**src/rtl/one_bit_lca_pkg.sv**
```systemverilog
// Shared constants and bit-level helpers for the one-bit lookahead cell and
// the wider adders built from it.
package one_bit_lca_pkg;

    localparam int LAT_COMB       = 0;
    localparam int LAT_REGISTERED = 1;

    function automatic int latency_of(input bit registered);
        return registered ? LAT_REGISTERED : LAT_COMB;
    endfunction

    function automatic logic exact_sum(input logic a, input logic b, input logic c);
        return a ^ b ^ c;
    endfunction

    function automatic logic maj3(input logic a, input logic b, input logic c);
        return (a & b) | (a & c) | (b & c);
    endfunction

endpackage

```
**src/rtl/lca_cell_comb.sv**
```systemverilog
// Purely combinational one-bit lookahead cell: generate/propagate, carry-out
// and a sum that is either exact or approximated as the inverted carry.
module lca_cell_comb
    import one_bit_lca_pkg::*;
(
    input  logic i_a,
    input  logic i_b,
    input  logic i_c0,
    input  logic i_approx_en,
    output logic o_g,
    output logic o_p,
    output logic o_c1,
    output logic o_sum
);

    logic w_g;
    logic w_p;
    logic w_c1;

    assign w_g  = i_a & i_b;
    assign w_p  = i_a ^ i_b;
    assign w_c1 = w_g | (w_p & i_c0);

    assign o_g   = w_g;
    assign o_p   = w_p;
    assign o_c1  = w_c1;
    // ~C1 is wrong only for the all-zero and all-one operand patterns.
    assign o_sum = i_approx_en ? ~w_c1 : exact_sum(i_a, i_b, i_c0);

endmodule

```
**src/rtl/one_bit_lca.sv**
```systemverilog
// One-bit carry-lookahead adder cell with an optional single output register
// stage and valid tracking around the combinational core.
module one_bit_lca
    import one_bit_lca_pkg::*;
#(
    parameter int REGISTERED     = 1,
    parameter bit APPROX_DEFAULT = 1'b0
) (
    input  logic clk,
    input  logic rst_n,
    input  logic in_valid,
    input  logic A,
    input  logic B,
    input  logic C0,
    input  logic approx_en,
    output logic out_valid,
    output logic C1,
    output logic SUM,
    output logic G,
    output logic P
);

    localparam int LATENCY = latency_of(REGISTERED != 0);

    logic w_g;
    logic w_p;
    logic w_c1;
    logic w_sum;
    logic w_unused_tieoff;

    // APPROX_DEFAULT only records the integration tie-off value; the port always wins.
    assign w_unused_tieoff = ^{clk, rst_n, APPROX_DEFAULT};

    lca_cell_comb u_cell (
        .i_a         (A),
        .i_b         (B),
        .i_c0        (C0),
        .i_approx_en (approx_en),
        .o_g         (w_g),
        .o_p         (w_p),
        .o_c1        (w_c1),
        .o_sum       (w_sum)
    );

    if (LATENCY == LAT_REGISTERED) begin : g_reg
        logic r_valid;
        logic r_c1;
        logic r_sum;
        logic r_g;
        logic r_p;

        // NOTE: sequential state uses non-blocking assignments so every flop
        // samples pre-edge values regardless of statement order.
        always_ff @(posedge clk or negedge rst_n) begin
            if (!rst_n) begin
                r_valid <= 1'b0;
                r_c1    <= 1'b0;
                r_sum   <= 1'b0;
                r_g     <= 1'b0;
                r_p     <= 1'b0;
            end else begin
                r_valid <= in_valid;
                if (in_valid) begin
                    r_c1  <= w_c1;
                    r_sum <= w_sum;
                    r_g   <= w_g;
                    r_p   <= w_p;
                end
            end
        end

        assign out_valid = r_valid;
        assign C1        = r_c1;
        assign SUM       = r_sum;
        assign G         = r_g;
        assign P         = r_p;
    end else begin : g_comb
        assign out_valid = in_valid;
        assign C1        = w_c1;
        assign SUM       = w_sum;
        assign G         = w_g;
        assign P         = w_p;
    end

endmodule

```
**config.mk**
```make
export PLATFORM = sky130hd
export DESIGN_NAME = one_bit_lca
export DESIGN_NICKNAME = d
export VERILOG_FILES = /design/src/rtl/one_bit_lca_pkg.sv /design/src/rtl/lca_cell_comb.sv /design/src/rtl/one_bit_lca.sv
export SDC_FILE = /design/constraint.sdc
export NUM_CORES = 1
export LEC_CHECK = 0
export CAP_MARGIN = 15
export CORE_AREA = 2 2 39 41
export DETAILED_ROUTE_END_ITERATION = 10
export DIE_AREA = 0 0 41 43
export PLACE_DENSITY = 0.43
export SETUP_SLACK_MARGIN = 0.3
export SLEW_MARGIN = 0
export SYNTH_ARGS = -nofsm -noshare
export SYNTH_HDL_FRONTEND = slang
export SYNTH_HIERARCHICAL = 1
export SYNTH_SLANG_ARGS = --single-unit
```
**constraint.sdc**
```tcl
create_clock -name clk -period 1.6 [get_ports clk]
set_input_delay 0.16 -clock clk [delete_from_list [all_inputs] [get_ports clk]]
set_output_delay 0.16 -clock clk [all_outputs]
set_load 0.01 [all_outputs]
```
; ---- Word level (Yosys, flattened, before mapping)
; Cells that the tools add are included.
[classes]
mux = 1
bitwise_logic = 6
[ops]
columns = operator, count
row1 = 1-bit AND, 2
row2 = 1-bit bitwise XOR, 2
row3 = 1-bit 2-to-1 mux, 1
row4 = 1-bit NOT, 1
row5 = 1-bit OR, 1
[word_totals]
reg_bits = 5
in_bits = 7
output_inout_bits = 5
wordCells = 12

; ---- Logic depth before layout (Yosys ltp)
; Gate-level depths: netlist of run 1.
[depth]
word_depth = 5
ltp_mapped = 5
mapped_depth_nobuf = 5

; ---- Cells and area by module
; The synthesis of run 1 kept the hierarchy.
[modules_own_cells]
columns = mod, instances, cells_per_inst, area_per_inst_um2, seq_area_each_um2
row1 = one_bit_lca, 1, 9, 170.2, 125.1
row2 = lca_cell_comb, 1, 7, 57.6, 0.0

; ---- Worst setup path before layout of run 1
; OpenSTA, ideal clock, no wires.
[synth_timing]
path_kind = input to register
start = input port A
end = register g_reg.r_sum, in the netlist SUM
setup_time_ns = 0.125
arrival_ns = 1.013
required_time_ns = 1.475
setup_slack_ns = 0.462
stages = 4
n_path_buf = 0
path_cell_list = inv_1 fa_1 mux2i_1 mux2_2
[synth_between]
elab_chain_len = 5
word_cells_on_any_way = 7
classes_between = 1 x mux / 6 x bitwise
[synth_lines]
columns = element, line
row1 = "start, declared", one_bit_lca.sv:12  ; input logic A,
row2 = 1-bit bitwise XOR, "one_bit_lca_pkg.sv:13, lca_cell_comb.sv:21"
row3 = 1-bit AND, lca_cell_comb.sv:22  ; assign w_c1 = w_g | (w_p & i_c0);
row4 = 1-bit OR, lca_cell_comb.sv:22
row5 = 1-bit NOT, lca_cell_comb.sv:28  ; assign o_sum = i_approx_en ? ~w_c1 : exact_sum(i_a, i_b, i_c0);
row6 = 1-bit 2-to-1 mux (*), lca_cell_comb.sv:28
row7 = net w_sum, one_bit_lca.sv:28  ; logic w_sum;
row8 = "end signal, assigned", one_bit_lca.sv:65  ; r_sum <= w_sum;
row9 = "end, declared", one_bit_lca.sv:48  ; logic r_sum;
; Mark *: on every way through the listed nets, which the timed path passes. The rest lies on a longest branch.
; A chain may end at the register's enable or synchronous reset.

; ---- Worst setup path after layout of run 1
[layout_timing]
start = register g_reg.r_sum, in the netlist SUM
end = output port SUM
[layout_rtl]
columns = element, line
row1 = "end, declared", one_bit_lca.sv:18  ; output logic SUM,
; No word-level cell between the ends.

==> impl_metrics.json, run 1 <==
{
  "tritoncts_buffer_count": 3,
  "path_cells": "clkdlybuf4s50_1",
  "synth_top_cell_area_share": 0.549,
  "time_the_final_worst_path_needs_with_i_o_delays_and_setup_ps": 1260,
  "setup_total_negative_slack_ps": 0,
  "area_growth_from_synthesis_to_layout_pct": 80.8,
  "critical_path_peak_fanout": 2,
  "pwr_density_cell_nw_per_um2": 915,
  "cap_violations": 0,
  "synthAdderAreaFrac": 0.143,
  "die_w_um": 41,
  "critPathTopFamily": "buffers and inverters",
  "num_antenna_cells": 0,
  "post_cts_setup_driven_buffer_insertion_count": 0,
  "crit_path_end_kind": "output pin",
  "synth-seq-cells": 5,
  "tritoncts_clock_tree": "built",
  "cellLeakagePower_nw": 0.218,
  "synth_compound_area_frac": 0,
  "detail_route.wirelength_um": 436,
  "cp.required_ps": 1440,
  "summed_instance_area_of_the_synthesized_netlist_um2": 228,
  "worstSetupStartpoint": "SUM",
  "rr_endpoint": "SUM",
  "io_buffers": 11,
  "finalClockSkew_ps": 0,
  "antenna_violations_before_repair": 0,
  "synth_area_leaders": "sky130_fd_sc_hd__dfrtp_1 (55%), sky130_fd_sc_hd__mux2_2 (20%), sky130_fd_sc_hd__fa_1 (8.8%), sky130_fd_sc_hd__inv_1 (6.6%), sky130_fd_sc_hd__ha_1 (5.5%)",
  "fp.dieH_um": 43,
  "synthSimpleGateAreaFrac": 0,
  "worst-r2r-cell-count": 1,
  "drt-vias-per-instance": 3.38,
  "top_level_ports": 12,
  "outcome": "complete, no violations",
  "fp-row-count": 14,
  "critPathBufInv": 1,
  "gr-usage-all-layers": 0.0606,
  "routed_wire_length_per_instance_um": 8.72,
  "largest_family_of_logic_cells_by_synthesized_area": "multiplexers",
  "sequential_share_of_the_synthesized_area": 0.549,
  "detail_route.iter0.violations": 0,
  "largest_net_degree_at_the_start_of_global_routing": 6,
  "worst_reg2reg_setup_slack_ps": 850,
  "synth_top_cell_by_area": "sky130_fd_sc_hd__dfrtp_1",
  "total_power_consumption_of_the_routed_design_mw": 0.377,
  "setup_viol": 0,
  "clk_latency_ps": 230,
  "grt_first_pass_wirelength_um": 634,
  "drc": 0,
  "crit_type": "reg2out",
  "gp_routability_congestion": 0.595,
  "timing_hold_violations_final": 0,
  "synthMuxAreaShare": 0.242,
  "critPathSlowestCell": "sky130_fd_sc_hd__clkdlybuf4s50_1",
  "netlist_instances": 16,
  "syn-mean-instance-area_um2": 14.2,
  "detailedPlacementHpwl_um": 376,
  "synth_warnings": 6,
  "r2r_start": "SUM",
  "clockBufferDepth": 2,
  "yosys.cell_types.count": 6,
  "setup.worst_path.start_class": "register",
  "max_slew.worst_pin.slew_ps": 235,
  "timing.hold.worst.class": "in2async",
  "numClockSinks": 5,
  "critical_path_arrival_ps": 1100,
  "initial_cell_density_of_the_core": 0.165,
  "slowest_delay_ps": 540,
  "cts_root_buffer": "sky130_fd_sc_hd__clkbuf_4",
  "finish.net_count": 44,
  "globalRouteOverflowTotal": 0,
  "layout-drive-gt1-share": 0.294,
  "syn-num-nets": 25,
  "via_count": 169,
  "drv_slew": 0,
  "clock.fmax_ghz": 0.791,
  "cts.clk_slew.worst_paths_ps": 40,
  "antenna_nets_post_route": 0,
  "fp.coreArea_um2": 1380,
  "mostFrequentLayoutCell": "sky130_fd_sc_hd__clkdlybuf4s50_1",
  "cts_hold_bufs": 0,
  "number_of_global_route_vias_before_repair": 169,
  "power.ir.vdd_worst_mv": 0.349,
  "max-slew-margin-rel": 0.843,
  "first_pass_iters": 1,
  "ctsHtreeMaxLevel": 1,
  "synth-xor-area-share": 0,
  "layout_common_cells": "sky130_fd_sc_hd__clkdlybuf4s50_1 (6), sky130_fd_sc_hd__dfrtp_1 (5), sky130_fd_sc_hd__inv_1 (4)",
  "portion_of_the_clock_cycle_consumed_by_the_worst_path_in_the_final_layout": 0.790,
  "setup_repair_after_global_routing_missed_its_margin": "false",
  "die_area_um2": 1760
}
-- where the power goes --
part	switching (mW)	internal, mW	total (mW)
Clock	0.0447	0.0938	0.139
Combinational	0.0311	0.0583	0.0894
Sequential	0.00647	0.142	0.149
Total	0.0822	0.294	0.377
-- repair_timing --
| item | 4_1_cts | 5_1_grt |
|---|---|---|
| cloned | 0 | 0 |
| pin swaps | 1 | 0 |
| resized for setup | 4 | 2 |
| setup endpoints to repair | 1 | 2 |
-- flip-flops by register name (all words and copies together), names as in the netlist --
signal and flops:
P 1, out_valid 1, SUM 1, C1 1, G 1
-- routing by layer --
layer / global-route usage / vias to the layer above / share of wire / routed length, µm
met5: 0 / - / 0 / 0
met3: 0.0157 / 2 / 0.064 / 28
met4: 0.100 / 0 / 0.018 / 8
met1: 0.0590 / 78 / 0.39 / 169
li1: - / 86 / - / -
met2: 0.0750 / 3 / 0.53 / 230
-- synth_stat cells --
library cell / n
sky130_fd_sc_hd__dfrtp_1: 5
sky130_fd_sc_hd__mux2i_1: 1
sky130_fd_sc_hd__mux2_2: 4
sky130_fd_sc_hd__fa_1: 1
sky130_fd_sc_hd__ha_1: 1
sky130_fd_sc_hd__inv_1: 4
-- cell families after synthesis --
group,count (synthesis)
adder cells (fa/ha/maj),2
multiplexers,5
flip-flops,5
buffers and inverters,4
-- cell type report --
cell class,instances,area [µm²]
Inverter,4,15.0
Multi-Input combinational cell,7,91.3
Tap cell,16,20.0
Fill cell,155,972
Clock buffer,4,26.3
Sequential cell,5,125
Timing Repair Buffer,14,134
-- worst max path at each step --
stage | depth (start not counted) | slack, ps | endpoint
after global placement | 5 | -90 | SUM
after detailed placement | 5 | -90 | SUM
after CTS | 1 | 310 | SUM
after floorplan | 4 | 460 | SUM
final | 1 | 340 | SUM
after global routing | 1 | 310 | SUM
-- stage by stage --
| step | worst slack (ps) | area (µm²) | utilization | std cells | hold WS [ps] |
|---|---|---|---|---|---|
| 3_5_place_dp | -93.5 | 380 | 0.275 | 46 | 401 |
| 5_1_grt | 305 | 412 | 0.297 | 50 | 162 |
| 3_3_place_gp | -87.5 | 380 | 0.275 | 46 | 390 |
| 4_1_cts | 314 | 407 | 0.294 | 50 | 143 |
| 6_report | 335 | 412 | 0.297 | 50 | 147 |
| 2_1_floorplan | 462 | 228 | - | 16 | -136 |
No activity file was read; power rests on OpenSTA's default activity.
==> inputs of run 2 (changes only) <==
--- a/config.mk
+++ b/config.mk
@@ -9,7 +9,7 @@
 export CORE_AREA = 2 2 39 41
 export DETAILED_ROUTE_END_ITERATION = 10
 export DIE_AREA = 0 0 41 43
-export PLACE_DENSITY = 0.43
+export PLACE_DENSITY = 0.45
 export SETUP_SLACK_MARGIN = 0.3
 export SLEW_MARGIN = 0
 export SYNTH_ARGS = -nofsm -noshare
==> constraint.sdc (replaced) <==
create_clock -name clk -period 1.1 [get_ports clk]
set_input_delay 0.11 -clock clk [delete_from_list [all_inputs] [get_ports clk]]
set_output_delay 0.11 -clock clk [all_outputs]
set_load 0.01 [all_outputs]
==> run 2 against run 1 <==
Compared with the run above:
- final area is 0.91% lower
- total power is 44% higher
- largest power group unchanged
- critical endpoint is now SUM
- non-clock buffer count stayed put
- clock skew stayed put
- die area stayed put
- setup slack worse by 170 ps
==> impl_metrics.json, run 2 (same netlist as run 1, synthesis figures left out) <==
{
  "outcome": "complete, no violations",
  "numClockSinks": 5,
  "antenna_nets_post_route": 0,
  "routed_wire_length_per_instance_um": 8.74,
  "fp-row-count": 14,
  "pre_cts_ws_ps": -596,
  "cellLeakagePower_nw": 0.202,
  "setup_viol": 0,
  "portion_of_the_clock_cycle_consumed_by_the_worst_path_in_the_final_layout": 0.850,
  "drt-vias-per-instance": 3.52,
  "cts.clk_slew.worst_paths_ps": 40,
  "first_pass_iters": 2,
  "number_of_global_route_vias_before_repair": 209,
  "max_slew.worst_pin.slew_ps": 229,
  "detailedPlacementHpwl_um": 355,
  "critical_path_arrival_ps": 1050,
  "detail_route.wirelength_um": 437,
  "critPathTopFamily": "adder cells",
  "clock.fmax_ghz": 1.07,
  "critPathSlowestCell": "sky130_fd_sc_hd__fa_1",
  "via_count": 176,
  "cts_root_buffer": "sky130_fd_sc_hd__clkbuf_4",
  "setup.worst_path.start_class": "input pin",
  "path_cells": "buf_8, inv_4, fa_1, mux2i_1, mux2_4",
  "drv_slew": 0,
  "multiInputGateArea_um2": 104,
  "cts_hold_bufs": 0,
  "finish.net_count": 44,
  "io_buffers": 11,
  "crit_path_end_kind": "register",
  "gp_routability_congestion": 0.662,
  "grt_first_pass_wirelength_um": 759,
  "setup_total_negative_slack_ps": 0,
  "detail_route.iter0.violations": 5,
  "mostFrequentLayoutCell": "sky130_fd_sc_hd__buf_2",
  "area_growth_from_synthesis_to_layout_pct": 79.1,
  "slowest_delay_ps": 520,
  "critPathBufInv": 2,
  "gr-usage-all-layers": 0.0716,
  "total_power_consumption_of_the_routed_design_mw": 0.541,
  "utilization": 0.295,
  "die_area_um2": 1760,
  "top_level_ports": 12,
  "fp.dieH_um": 43,
  "critical_path_peak_fanout": 2,
  "finalNonFillerCells": 50,
  "ctsHtreeMaxLevel": 1,
  "timing.hold.worst.class": "in2async",
  "finalClockSkew_ps": 0,
  "finalInstanceArea_um2": 408,
  "placement.cell_area_um2": 384,
  "power.ir.vdd_worst_mv": 0.708,
  "die_w_um": 41,
  "drc": 0,
  "pwr_density_cell_nw_per_um2": 1330,
  "setup_repair_after_global_routing_missed_its_margin": "true",
  "layout_common_cells": "sky130_fd_sc_hd__buf_2 (6), sky130_fd_sc_hd__dfrtp_1 (5), sky130_fd_sc_hd__mux2_2 (3), sky130_fd_sc_hd__clkbuf_4 (3), sky130_fd_sc_hd__buf_4 (3)",
  "crit_type": "in2reg",
  "time_the_final_worst_path_needs_with_i_o_delays_and_setup_ps": 936,
  "fp.coreArea_um2": 1380,
  "max-slew-margin-rel": 0.847,
  "setup_ws_ps": 164,
  "clockBufferDepth": 2,
  "fin_worst_hold_slack_ps": 96.0,
  "globalRouteOverflowTotal": 0,
  "initial_cell_density_of_the_core": 0.165,
  "cp.required_ps": 1220,
  "layout-drive-gt1-share": 0.647,
  "num_antenna_cells": 0,
  "cap_violations": 0,
  "tritoncts_buffer_count": 3,
  "clk_latency_ps": 240,
  "largest_net_degree_at_the_start_of_global_routing": 6,
  "antenna_violations_before_repair": 0,
  "layout.area.seq_um2": 125,
  "nFillCells": 156,
  "placed_cells": 45,
  "timing_hold_violations_final": 0,
  "tritoncts_clock_tree": "built"
}
[run 2: cell type report]
cell class,count,area share
clock buffers,4,0.0644
inverters,4,0.0613
multi-input cells,7,0.255
flip-flops and latches,5,0.307
well taps,16,0.0491
repair buffers,14,0.264
[run 2: worst paths after layout]
kind                           from        end  slack (ps)  cells past startpoint
max                               A        SUM         160                      5
min                           rst_n        SUM         100                      1
max reg2reg                     SUM        SUM         340                      1
min reg2reg                      C1         C1         500                      1
max in group asynchronous     rst_n          P         810                      1
min in group clk           in_valid  out_valid         250                      1
[run 2: timing repair]
action,4_1_cts,5_1_grt
pin swaps,1,1
gates resized for setup,39,2
endpoints found under the setup margin,9,7
setup buffers,1,0
[run 2: metal layers]
layer / vias to the layer above / wire (µm) / GRT usage
li1: 87 / - / -
met1: 81 / 198 / 0.0654
met2: 8 / 183 / 0.0938
met3: 0 / 55 / 0.0785
met4: 0 / 0 / 0.0400
met5: - / 0 / 0
[run 2: report_power, final]
group | switching (mW) | total, mW | internal, mW | leakage, nW
Clock | 0.0667 | 0.203 | 0.137 | 0.0150
Combinational | 0.0505 | 0.121 | 0.0705 | 0.127
Sequential | 0.00995 | 0.217 | 0.207 | 0.0596
==> inputs of run 3 (changes only) <==
--- a/config.mk
+++ b/config.mk
@@ -7,9 +7,10 @@
 export LEC_CHECK = 0
 export CAP_MARGIN = 15
 export CORE_AREA = 2 2 39 41
+export CTS_BUF_LIST = sky130_fd_sc_hd__clkbuf_8
 export DETAILED_ROUTE_END_ITERATION = 10
 export DIE_AREA = 0 0 41 43
-export PLACE_DENSITY = 0.45
+export PLACE_DENSITY = 0.43
 export SETUP_SLACK_MARGIN = 0.3
 export SLEW_MARGIN = 0
 export SYNTH_ARGS = -nofsm -noshare
==> constraint.sdc (replaced) <==
create_clock -name clk -period 1 [get_ports clk]
set_input_delay 0.1 -clock clk [delete_from_list [all_inputs] [get_ports clk]]
set_output_delay 0.1 -clock clk [all_outputs]
set_load 0.01 [all_outputs]
==> run 3 against run 2 <==
Compared with the run above:
- sequential power increased by 11%
- combinational power increased by 27%
- register-to-register slack got worse by 110 ps
- via count rose by 5.1%
- utilization up 3.2 points
- first-iteration DRC count decreased by 80%
- clock-buffer cell count decreased by 1
- setup slack worse by 110 ps
- die area did not move
- clock power rose by 76%
- global-route usage increased by 0.094 points
- non-clock buffer count up 1
- largest cell class is now non-clock buffers
- highest routed layer unchanged
==> impl_metrics.json, run 3 (same netlist as run 1, synthesis figures left out) <==
{
  "outcome": "complete, no violations",
  "cap_violations": 0,
  "time_the_final_worst_path_needs_with_i_o_delays_and_setup_ps": 942,
  "layout_common_cells": "sky130_fd_sc_hd__dfrtp_1 (5), sky130_fd_sc_hd__buf_6 (5), sky130_fd_sc_hd__buf_2 (4)",
  "gp_routability_congestion": 0.546,
  "gr-usage-all-layers": 0.0726,
  "clock.fmax_ghz": 1.06,
  "max_slew.worst_pin.slew_ps": 258,
  "die_area_um2": 1760,
  "tritoncts_buffer_count": 3,
  "timing.hold.worst.class": "in2async",
  "drv_slew": 0,
  "drt-vias-per-instance": 3.63,
  "area_growth_from_synthesis_to_layout_pct": 98.4,
  "setup_total_negative_slack_ps": 0,
  "finish.net_count": 45,
  "setup_repair_after_global_routing_missed_its_margin": "true",
  "critical_path_arrival_ps": 1040,
  "power.ir.vdd_worst_mv": 1.34,
  "via_count": 185,
  "ctsHtreeMaxLevel": 1,
  "fp-row-count": 14,
  "setup_viol": 0,
  "globalRouteOverflowTotal": 0,
  "initial_cell_density_of_the_core": 0.165,
  "fp.dieH_um": 43,
  "cts_root_buffer": "sky130_fd_sc_hd__clkbuf_8",
  "finalNonFillerCells": 51,
  "cellLeakagePower_nw": 0.230,
  "first_pass_iters": 2,
  "clk_latency_ps": 220,
  "critPathSlowestCell": "sky130_fd_sc_hd__fa_1",
  "grt_first_pass_wirelength_um": 793,
  "timing_hold_violations_final": 0,
  "routed_wire_length_per_instance_um": 9.82,
  "portion_of_the_clock_cycle_consumed_by_the_worst_path_in_the_final_layout": 0.942,
  "fp.coreArea_um2": 1380,
  "crit_type": "in2reg",
  "finalClockSkew_ps": 0,
  "placed_cells": 46,
  "crit_path_end_kind": "register",
  "antenna_nets_post_route": 0,
  "layout-drive-gt1-share": 0.686,
  "numClockSinks": 5,
  "drc": 0,
  "detail_route.wirelength_um": 501,
  "pwr_density_cell_nw_per_um2": 1660,
  "tritoncts_clock_tree": "built",
  "utilization": 0.326,
  "cts.clk_slew.worst_paths_ps": 30,
  "path_cells": "buf_6, inv_2, fa_1, mux2i_1, mux2_4",
  "die_w_um": 41,
  "cp.required_ps": 1100,
  "setup.worst_path.start_class": "input pin",
  "largest_net_degree_at_the_start_of_global_routing": 6,
  "antenna_violations_before_repair": 0,
  "slowest_delay_ps": 520,
  "max-slew-margin-rel": 0.828,
  "detail_route.iter0.violations": 1,
  "clockBufferDepth": 2,
  "io_buffers": 11,
  "number_of_global_route_vias_before_repair": 186,
  "top_level_ports": 12,
  "critical_path_peak_fanout": 2,
  "nFillCells": 146,
  "num_antenna_cells": 0
}
run 3: changes by cell type in the layout (fill, tap and decap cells not counted), moves of 2 or more:
| cell | change |
|---|---|
| sky130_fd_sc_hd__buf_2 | -2 |
| sky130_fd_sc_hd__buf_6 | +4 |
| sky130_fd_sc_hd__clkbuf_4 | -3 |
| sky130_fd_sc_hd__clkbuf_8 | +3 |
| sky130_fd_sc_hd__inv_2 | +2 |
| sky130_fd_sc_hd__mux2_2 | -2 |
| sky130_fd_sc_hd__mux2_4 | +2 |
run 3: final timing paths:
check                      cells after the start   endpoint  startpoint  slack [ps]
min in group clk                               1  out_valid    in_valid         280
min reg2reg                                    1        SUM         SUM         500
max                                            5        SUM           A          60
max in group asynchronous                      1          G       rst_n         700
min                                            1        SUM       rst_n         110
max reg2reg                                    1         C1          C1         230
run 3: worst max-delay path: cells and delay by family:
kind,cells,cell delay [ps]
buffers and inverters,2,100
adder cells (fa/ha/maj),1,520
multiplexers,2,320
run 3: stage by stage:
step	cell area, µm²	hold slack [ps]	setup slack (ps)	power (mW)
global placement	395	333	-667	0.399
detailed placement	395	341	-686	0.401
finish	452	107	57.9	0.752
floorplan	243	-196	-53.1	0.300
global route	452	123	15.1	0.803
CTS	445	109	55.9	0.760
run 3: power breakdown:
part           internal, mW  switching (mW)  total [mW]
Combinational        0.0965          0.0579       0.154
Clock                 0.263          0.0940       0.357
Sequential            0.228          0.0124       0.241
Total                 0.587           0.164       0.752
run 3: area by class of cell:
| type | count | area, µm² | area share |
|---|---|---|---|
| multi-input combinational | 7 | 111 | 0.247 |
| timing repair buffer | 15 | 128 | 0.283 |
| clock buffer | 3 | 41.3 | 0.0914 |
| inverter | 4 | 22.5 | 0.0499 |
| sequential | 5 | 125 | 0.277 |
| tap | 16 | 20.0 | 0.0443 |
| clock inverter | 1 | 3.75 | 0.00831 |
run 3: repair_timing:
item                                    4_1_cts  5_1_grt
hold buffers                                  0        0
buffers inserted                              1        0
gates resized for setup                      42        2
hold endpoints to repair                      0        0
pin swaps                                     1        0
endpoints found under the setup margin        9        9
run 3: per-layer routing:
layer	GRT usage	vias up	part of all wire
met5	0	-	0
met4	0.0200	0	0
met3	0.0628	0	0.15
met2	0.103	11	0.46
met1	0.0782	87	0.39
li1	-	87	-
